**src/rtl/texture_load_arbiter.sv**
```systemverilog
// Arbitrates the single texture-memory port between renderer reads (always win) and a byte-stream loader.
// Optional: define TEXTURE_LOAD_CHECKSUM_EN to add the 8-bit load_checksum output.
module texture_load_arbiter #(
  parameter int CHANNEL_BITS = 2,
  parameter int ADDR_BITS    = 13
) (
  input  logic                      clk,
  input  logic                      reset_n,
  input  logic                      load_start,
  input  logic                      load_valid,
  input  logic [7:0]                load_data,
  output logic                      load_ready,
  output logic                      load_busy,
  output logic                      load_done,
  input  logic                      rd_req,
  input  logic                      side,
  input  logic [5:0]                col,
  input  logic [5:0]                row,
  output logic                      rd_valid,
  output logic [CHANNEL_BITS*3-1:0] rd_val,
  output logic [ADDR_BITS-1:0]      mem_addr,
  output logic                      mem_we,
  output logic [CHANNEL_BITS*3-1:0] mem_wdata,
  input  logic [CHANNEL_BITS*3-1:0] mem_rdata
`ifdef TEXTURE_LOAD_CHECKSUM_EN
  ,
  output logic [7:0]                load_checksum
`endif
);

  localparam int TW = CHANNEL_BITS * 3;

  // Loader handshake: a byte moves when load_valid && load_ready; load_ready is
  // derived only from flops (LOAD state and an empty skid buffer).
  typedef enum logic [1:0] {
    ST_IDLE = 2'd0,
    ST_LOAD = 2'd1,
    ST_DONE = 2'd2
  } state_t;

  state_t              state_q, state_d;
  logic [ADDR_BITS-1:0] waddr_q, waddr_d;
  logic                buf_full_q, buf_full_d;
  logic [TW-1:0]       buf_q, buf_d;
  logic [ADDR_BITS-1:0] mem_addr_q, mem_addr_d;
  logic                rd_valid_q, rd_valid_d;
  logic [TW-1:0]       rd_hold_q, rd_hold_d;

  logic accept;
  logic wr_grant;
  logic last_addr;

  // A pending write is dropped in the cycle load_start restarts the load.
  assign accept    = load_valid && load_ready;
  assign wr_grant  = (state_q == ST_LOAD) && buf_full_q && !rd_req && !load_start;
  assign last_addr = (waddr_q == {ADDR_BITS{1'b1}});

  always_ff @(posedge clk or negedge reset_n) begin
    if (!reset_n) begin
      state_q <= ST_IDLE;
    end else begin
      state_q <= state_d;
    end
  end

  always_comb begin
    state_d = state_q;
    case (state_q)
      ST_IDLE: if (load_start) state_d = ST_LOAD;
      ST_LOAD: begin
        if (load_start) state_d = ST_LOAD;
        else if (wr_grant && last_addr) state_d = ST_DONE;
      end
      ST_DONE: state_d = load_start ? ST_LOAD : ST_IDLE;
      default: state_d = ST_IDLE;
    endcase
  end

  always_comb begin
    load_ready = (state_q == ST_LOAD) && !buf_full_q;
    load_busy  = (state_q == ST_LOAD);
    load_done  = (state_q == ST_DONE);
    mem_we     = wr_grant;
    mem_wdata  = buf_q;
    if (rd_req) mem_addr = ADDR_BITS'({side, col, row});
    else if (wr_grant) mem_addr = waddr_q;
    else mem_addr = mem_addr_q;
    rd_valid = rd_valid_q;
    rd_val   = rd_valid_q ? mem_rdata : rd_hold_q;
  end

  // Accept and write never coincide: accept needs an empty buffer, write a full one.
  always_comb begin
    waddr_d    = waddr_q;
    buf_full_d = buf_full_q;
    buf_d      = buf_q;
    if (load_start) begin
      waddr_d    = '0;
      buf_full_d = 1'b0;
    end else begin
      if (wr_grant) begin
        buf_full_d = 1'b0;
        if (!last_addr) waddr_d = waddr_q + ADDR_BITS'(1);
      end
      if (accept) begin
        buf_full_d = 1'b1;
        buf_d      = load_data[TW-1:0];
      end
    end
    mem_addr_d = mem_addr;
    rd_valid_d = rd_req;
    rd_hold_d  = rd_val;
  end

  always_ff @(posedge clk or negedge reset_n) begin
    if (!reset_n) begin
      waddr_q    <= '0;
      buf_full_q <= 1'b0;
      buf_q      <= '0;
      mem_addr_q <= '0;
      rd_valid_q <= 1'b0;
      rd_hold_q  <= '0;
    end else begin
      waddr_q    <= waddr_d;
      buf_full_q <= buf_full_d;
      buf_q      <= buf_d;
      mem_addr_q <= mem_addr_d;
      rd_valid_q <= rd_valid_d;
      rd_hold_q  <= rd_hold_d;
    end
  end

`ifdef TEXTURE_LOAD_CHECKSUM_EN
  logic [7:0] cksum_q, cksum_d;

  always_comb begin
    cksum_d = cksum_q;
    if (load_start) cksum_d = '0;
    else if (accept) cksum_d = cksum_q + load_data;
  end

  always_ff @(posedge clk or negedge reset_n) begin
    if (!reset_n) cksum_q <= '0;
    else cksum_q <= cksum_d;
  end

  assign load_checksum = cksum_q;
`else
  logic unused_load_bits;
  assign unused_load_bits = ^load_data[7:TW];
`endif

endmodule

```
**config.mk**
```make
export PLATFORM = sky130hd
export DESIGN_NAME = texture_load_arbiter
export DESIGN_NICKNAME = d
export VERILOG_FILES = /design/src/rtl/texture_load_arbiter.sv
export SDC_FILE = /design/constraint.sdc
export NUM_CORES = 1
export LEC_CHECK = 0
export CORE_ASPECT_RATIO = 1.1
export CORE_MARGIN = 2
export CORE_UTILIZATION = 49
export DETAILED_ROUTE_END_ITERATION = 8
export PLACE_DENSITY = 0.82
export SETUP_SLACK_MARGIN = 0.1
export SYNTH_ARGS = -nofsm -noshare
export SYNTH_HDL_FRONTEND = slang
export SYNTH_SLANG_ARGS = --single-unit
```
**constraint.sdc**
```tcl
create_clock -name clk -period 3 [get_ports clk]
set_input_delay 0.6 -clock clk [delete_from_list [all_inputs] [get_ports clk]]
set_output_delay 0.6 -clock clk [all_outputs]
set_load 0.02 [all_outputs]
```
---- Word-level counts from Yosys, hierarchy flattened ----
Index checks and enable logic that the tools add are counted.
cells by class
  $add $sub $neg .......................... 1
  equal/unequal tests ..................... 6
  mux-type cells .......................... 14
  bitwise gates (word level) .............. 1
  reductions and logical operators ........ 15
operators by type and width
  cell                                            number
  2-to-1 mux 13 bit                               5
  adder 13 x 1 -> 13 bit (second input constant)  1
  == test 13 bit (second input constant)          1
  logical AND 1 bit                               6
  2-to-1 mux 2 bit                                3
  2-to-1 mux 6 bit                                1
  case mux 2 bit (3 select lines)                 1
  AND reduction 2 bit                             3
  2-to-1 mux 1 bit                                4
  != test 2 bit (second input constant)           2
  zero test 1 bit                                 3
  != test 3 x 2 -> 1 bit (second input constant)  1
  nonzero test 3 bit                              1
  == test 2 x 1 -> 1 bit (second input constant)  1
  == test 2 bit (second input constant)           1
  zero test 2 bit                                 1
  nonzero test 2 bit                              1
  NOT 1 bit                                       1
word-level totals
  register bits ........................... 42
  input bits .............................. 32
  output and inout port bits .............. 30

---- Longest topological paths before layout ----
  depth in word-level cells ............... 8
  mapped depth ............................ 8

---- Worst setup path after synthesis ----
No wires, ideal clock.
  kind .................................... input to output
  from .................................... input rd_req
  to ...................................... output mem_addr[11]
  arrival time ............................ 1.904 ns
  required time ........................... 2.400 ns
  setup slack ............................. 0.496 ns
  cell stages on the path ................. 7
  cells stage by stage .................... buf_2 or3_1 buf_2 inv_2 buf_4 nor2_1 a221o_1
on the way
  word-level cells in the longest chain between the ends .. 5
ends and longest elaborated chain
  what                            RTL line  source
  start: declaration              15        input logic rd_req,
  zero test 1 bit                 55        assign wr_grant = (state_q == ST_LOAD) && buf_full_q && !rd_req && !load_start;
  logical AND 1 bit (2 in a row)  55
  2-to-1 mux 13 bit               86        else if (wr_grant) mem_addr = waddr_q;
  2-to-1 mux 13 bit *             85        if (rd_req) mem_addr = ADDR_BITS'({side, col, row});
  end: declaration                21        output logic [ADDR_BITS-1:0] mem_addr,
Every way passes the cells marked *; elsewhere a longest branch is shown, timed or not.

---- Worst setup path in the final report ----
  from .................................... input load_start
  to ...................................... output mem_addr[3]
on the way
  word-level cells in the longest chain between the ends .. 4
ends and longest elaborated chain
  what                RTL line  source
  start: declaration  9         input logic load_start,
  zero test 1 bit     55
  logical AND 1 bit   55
  2-to-1 mux 13 bit   86
  2-to-1 mux 13 bit   85
No other way between the ends.

==> parameters.txt <==
Parameter                              Value

Power and ir drop
  Reported net switching power ... 0.351 mW
  Cell leakage power ... 1.20 nW
  Clock power frac ... 0.321
  Internal power ... 1.00 mW
  Sequential cell fraction of total power ... 0.466
  Portion of total power attributed to combinational logic ... 0.213
  Peak VDD IR ... 0.000328 V
  Ratio of total power to cell area ... 510 nW/um^2
  Switch share ... 0.259

Logic synthesis
  Adder and majority cell fraction of the synthesized area ... 0.00650
  Prevailing post-synth register cell ... sky130_fd_sc_hd__dfrtp_1
  Share of the synthesized area in the top cell type ... 0.546
  Xor/xnor share of the synthesized area ... 0
  Cell accounting for the most synthesized area ... sky130_fd_sc_hd__dfrtp_1
  Synthesized net count ... 195
  Largest family of logic cells by synthesized area ... compound AO/OA/AOI/OAI gates
  Mapped Area ... 1930 um^2
  Synthesized area per cell ... 11.9 um^2
  Mapped Cells ... 162
  Number of synthesized flops with an enable pin ... 0
  Post-synthesis sequential area ratio ... 0.546
  Compound-cell area share of the yosys netlist ... 0.188
  Ys async rst share ... 1.00
  Cells taking the most area after synthesis ... sky130_fd_sc_hd__dfrtp_1 55%, sky130_fd_sc_hd__mux2_2 8.2%, sky130_fd_sc_hd__a22o_1 5.5%, sky130_fd_sc_hd__a21o_1 4.7%, sky130_fd_sc_hd__a221o_1 2.1%
  Synth unique cells ... 44
  Share of synthesized area spent on multiplexers ... 0.0819
  Seq cells post-synth ... 42
  Simple-gate area share of the yosys netlist ... 0.143
  Synth warn ... 0

Clock tree
  Source-to-sink clock delay at the later pin of the worst-skew pair ... 0.30 ns
  CTS H-tree depth ... 2
  Clk Tree Root Cell ... sky130_fd_sc_hd__clkbuf_8
  CTS sink count ... 42
  Clock-pin transition on the worst setup and hold timing paths ... 0.08 ns
  Number of buffers between clock root and the deepest sink ... 2
  TritonCTS clock tree ... built
  Num CTS Buffers ... 5

Setup path
  CP peak stage delay ... 0.42 ns
  WS Path Type ... in -> out
  Maximum net fanout on the critical path ... 15
  Data arrival, critical path ... 2.21 ns
  Startpoint type of the worst setup path ... input pin
  Worst-path cell chain ... clkdlybuf4s50_1 > nand2b_1 > or3_4 > inv_2 > buf_8 > a22o_1 > a21o_1 > buf_2
  Required time of the worst setup path ... 2.40 ns
  Buf+Inv Stages, Crit Path ... 4
  Family of cells with the greatest summed delay on the critical path ... buffers and inverters
  Kind of end point of the critical path ... output pin
  Cell with the largest stage delay on the worst path ... sky130_fd_sc_hd__clkdlybuf4s50_1

Final layout
  Most frequent cells in the layout ... 44 x sky130_fd_sc_hd__clkdlybuf4s50_1, 42 x sky130_fd_sc_hd__dfrtp_1, 14 x sky130_fd_sc_hd__mux2_2, 14 x sky130_fd_sc_hd__buf_2
  Most common cell after layout, fill and taps aside ... sky130_fd_sc_hd__clkdlybuf4s50_1
  Inserted Diodes ... 0
  Nets@finish ... 261
  Final core occ ... 0.716
  Number of standard cells in the final layout excluding fillers ... 279
  Post-synthesis to final-layout area growth ... 38.1%
  Filler cells ... 280
  Fraction of layout cells with a size suffix above 1 ... 0.231

Global route
  Aggregate global-route resource usage ... 0.232
  Met2 usage in global routing ... 0.380
  Most used routing layer ... met2
  First-pass GRT wire length ... 7910 um
  Global routing met3 resource utilization ... 0.0552
  Sum of overflow across all layers after global routing ... 0
  Pin count of the biggest net entering global routing ... 43
  M1 GR Usage ... 0.304
  Number of global-route vias before repair ... 1581
  Antenna violations before repair ... 0

Worst hold path
  Type of the tightest min-delay check ... in -> async

Placed design
  Routability-driven placement congestion ratio ... 0.920
  DPL Wire Length ... 3430 um
  PortBufs ... 59
  Number of placed instances, taps included ... 271

STA
  Highest clock frequency the design can meet ... 356 MHz
  Final setup violation count ... 0
  Clock period minus final worst setup slack ... 2.81 ns
  Final max-slew violation count ... 0
  Setup repair after global routing missed its margin ... no
  Remaining max-slew budget at the tightest pin ... 0.399
  Ratio of final minimum period to clock period ... 0.935
  Transition time of the tightest slew-check pin ... 0.901 ns
  Final clock skew ... 0.00504 ns
  Endpoints failing hold ... 0
  Total negative setup slack ... 0 ns

Status
  Outcome ... complete, no violations

Routing
  Number of detailed-routing iterations run before antenna repair ... 4
  DRC marker count from the first detailed-route iteration ... 73
  Avg Vias per Cell ... 5.65
  Via count ... 1577
  ANT nets after route ... 0
  Post-detailed-route DRC marker count ... 0
  Drt wl/cell ... 16.9 um
  Total wire length ... 4710 um

Floorplanning
  Placement Rows ... 23
  Die area ... 4450 um^2
  Horizontal extent of the die ... 63.8 um
  Core Region ... 3710 um^2
  Vertical die dimension ... 69.7 um
  I/O pin cnt ... 62
  Effective utilization at floorplan ... 0.519

Job
  Number of max-cap violations ... 0
==> worst paths after layout <==
path	from	to	slack [ns]	cells past startpoint
hold / removal	reset_n	rd_hold_q[5]	0.42	1
max in group asynchronous	reset_n	mem_addr_q[0]	2.01	1
setup reg to reg	waddr_q[0]	waddr_q[7]	0.85	5
setup / recovery	load_start	mem_addr[3]	0.19	8
hold reg to reg	mem_addr_q[4]	mem_addr_q[4]	0.48	1
min in group clk	mem_addr_q[4]	mem_addr_q[4]	0.48	1
==> synthesized netlist by cell type, types with 2 or more instances <==
cell,instances
sky130_fd_sc_hd__dfrtp_1,42
sky130_fd_sc_hd__mux2_2,14
sky130_fd_sc_hd__a21o_1,12
sky130_fd_sc_hd__a22o_1,12
sky130_fd_sc_hd__nor2_1,10
sky130_fd_sc_hd__a221o_1,4
sky130_fd_sc_hd__nand2_1,4
sky130_fd_sc_hd__nand3_1,4
sky130_fd_sc_hd__a21oi_1,3
sky130_fd_sc_hd__a31oi_1,3
sky130_fd_sc_hd__clkbuf_1,3
sky130_fd_sc_hd__inv_1,3
sky130_fd_sc_hd__nand2b_1,3
sky130_fd_sc_hd__nand4_1,3
sky130_fd_sc_hd__nor3_1,3
sky130_fd_sc_hd__a41oi_1,2
sky130_fd_sc_hd__and2_1,2
sky130_fd_sc_hd__and3_1,2
sky130_fd_sc_hd__and4_1,2
sky130_fd_sc_hd__buf_2,2
sky130_fd_sc_hd__buf_4,2
sky130_fd_sc_hd__nor2b_1,2
sky130_fd_sc_hd__nor4_1,2
sky130_fd_sc_hd__o21ai_0,2
sky130_fd_sc_hd__or4_1,2
==> sequential cells by signal, summed over array words and instances (netlist names) <==
signal	count
mem_addr_q	13
waddr_q	13
mem_wdata	6
rd_hold_q	6
state_q	2
buf_full_q	1
rd_valid	1
==> per-layer routing <==
layer  share of wire  vias up
met3           0.066        6
met5               0        -
met4           0.011        0
li1                -      746
met1            0.42      764
met2            0.50       61
==> area by class of cell <==
| class | count | area (um^2) | share of cell area |
|---|---|---|---|
| multi-input cells | 107 | 815 | 0.306 |
| flip-flops and latches | 42 | 1050 | 0.395 |
| well taps | 50 | 62.6 | 0.0235 |
| repair buffers | 68 | 607 | 0.228 |
| inverters | 4 | 15.0 | 0.00565 |
| clock buffers | 5 | 68.8 | 0.0259 |
| clock inverters | 3 | 40.0 | 0.0151 |
==> power groups by stage <==
stage               clock [mW]  combinational, mW  sequential [mW]
floorplan                    0              0.121            0.661
global placement             0              0.298            0.640
detailed placement           0              0.306            0.643
CTS                      0.443              0.303            0.632
global route             0.477              0.308            0.636
finish                   0.435              0.289            0.632
==> repair_timing <==
action | in CTS | in global routing
setup buffers | 0 | 0
hold buffers | 0 | 0
resized for setup | 42 | 15
setup endpoints to repair | 14 | 13
==> cells by family after synthesis <==
logic type	Yosys count
AOI/OAI and AO/OA	46
adders and majority gates	1
buffers and inverters	13
DFF	42
muxes	14
and+or+nand+nor	46
==> through the flow <==
step	area (um^2)	power (mW)	hold slack, ns	worst slack, ns
after floorplan	1930	0.782	0.304	0.496
after global placement	2600	0.938	0.455	-0.263
after detailed placement	2600	0.950	0.466	-0.352
after CTS	2730	1.38	0.456	0.0545
after global routing	2660	1.42	0.492	0.102
final	2660	1.36	0.424	0.194
(Power assumes the default switching activity.)
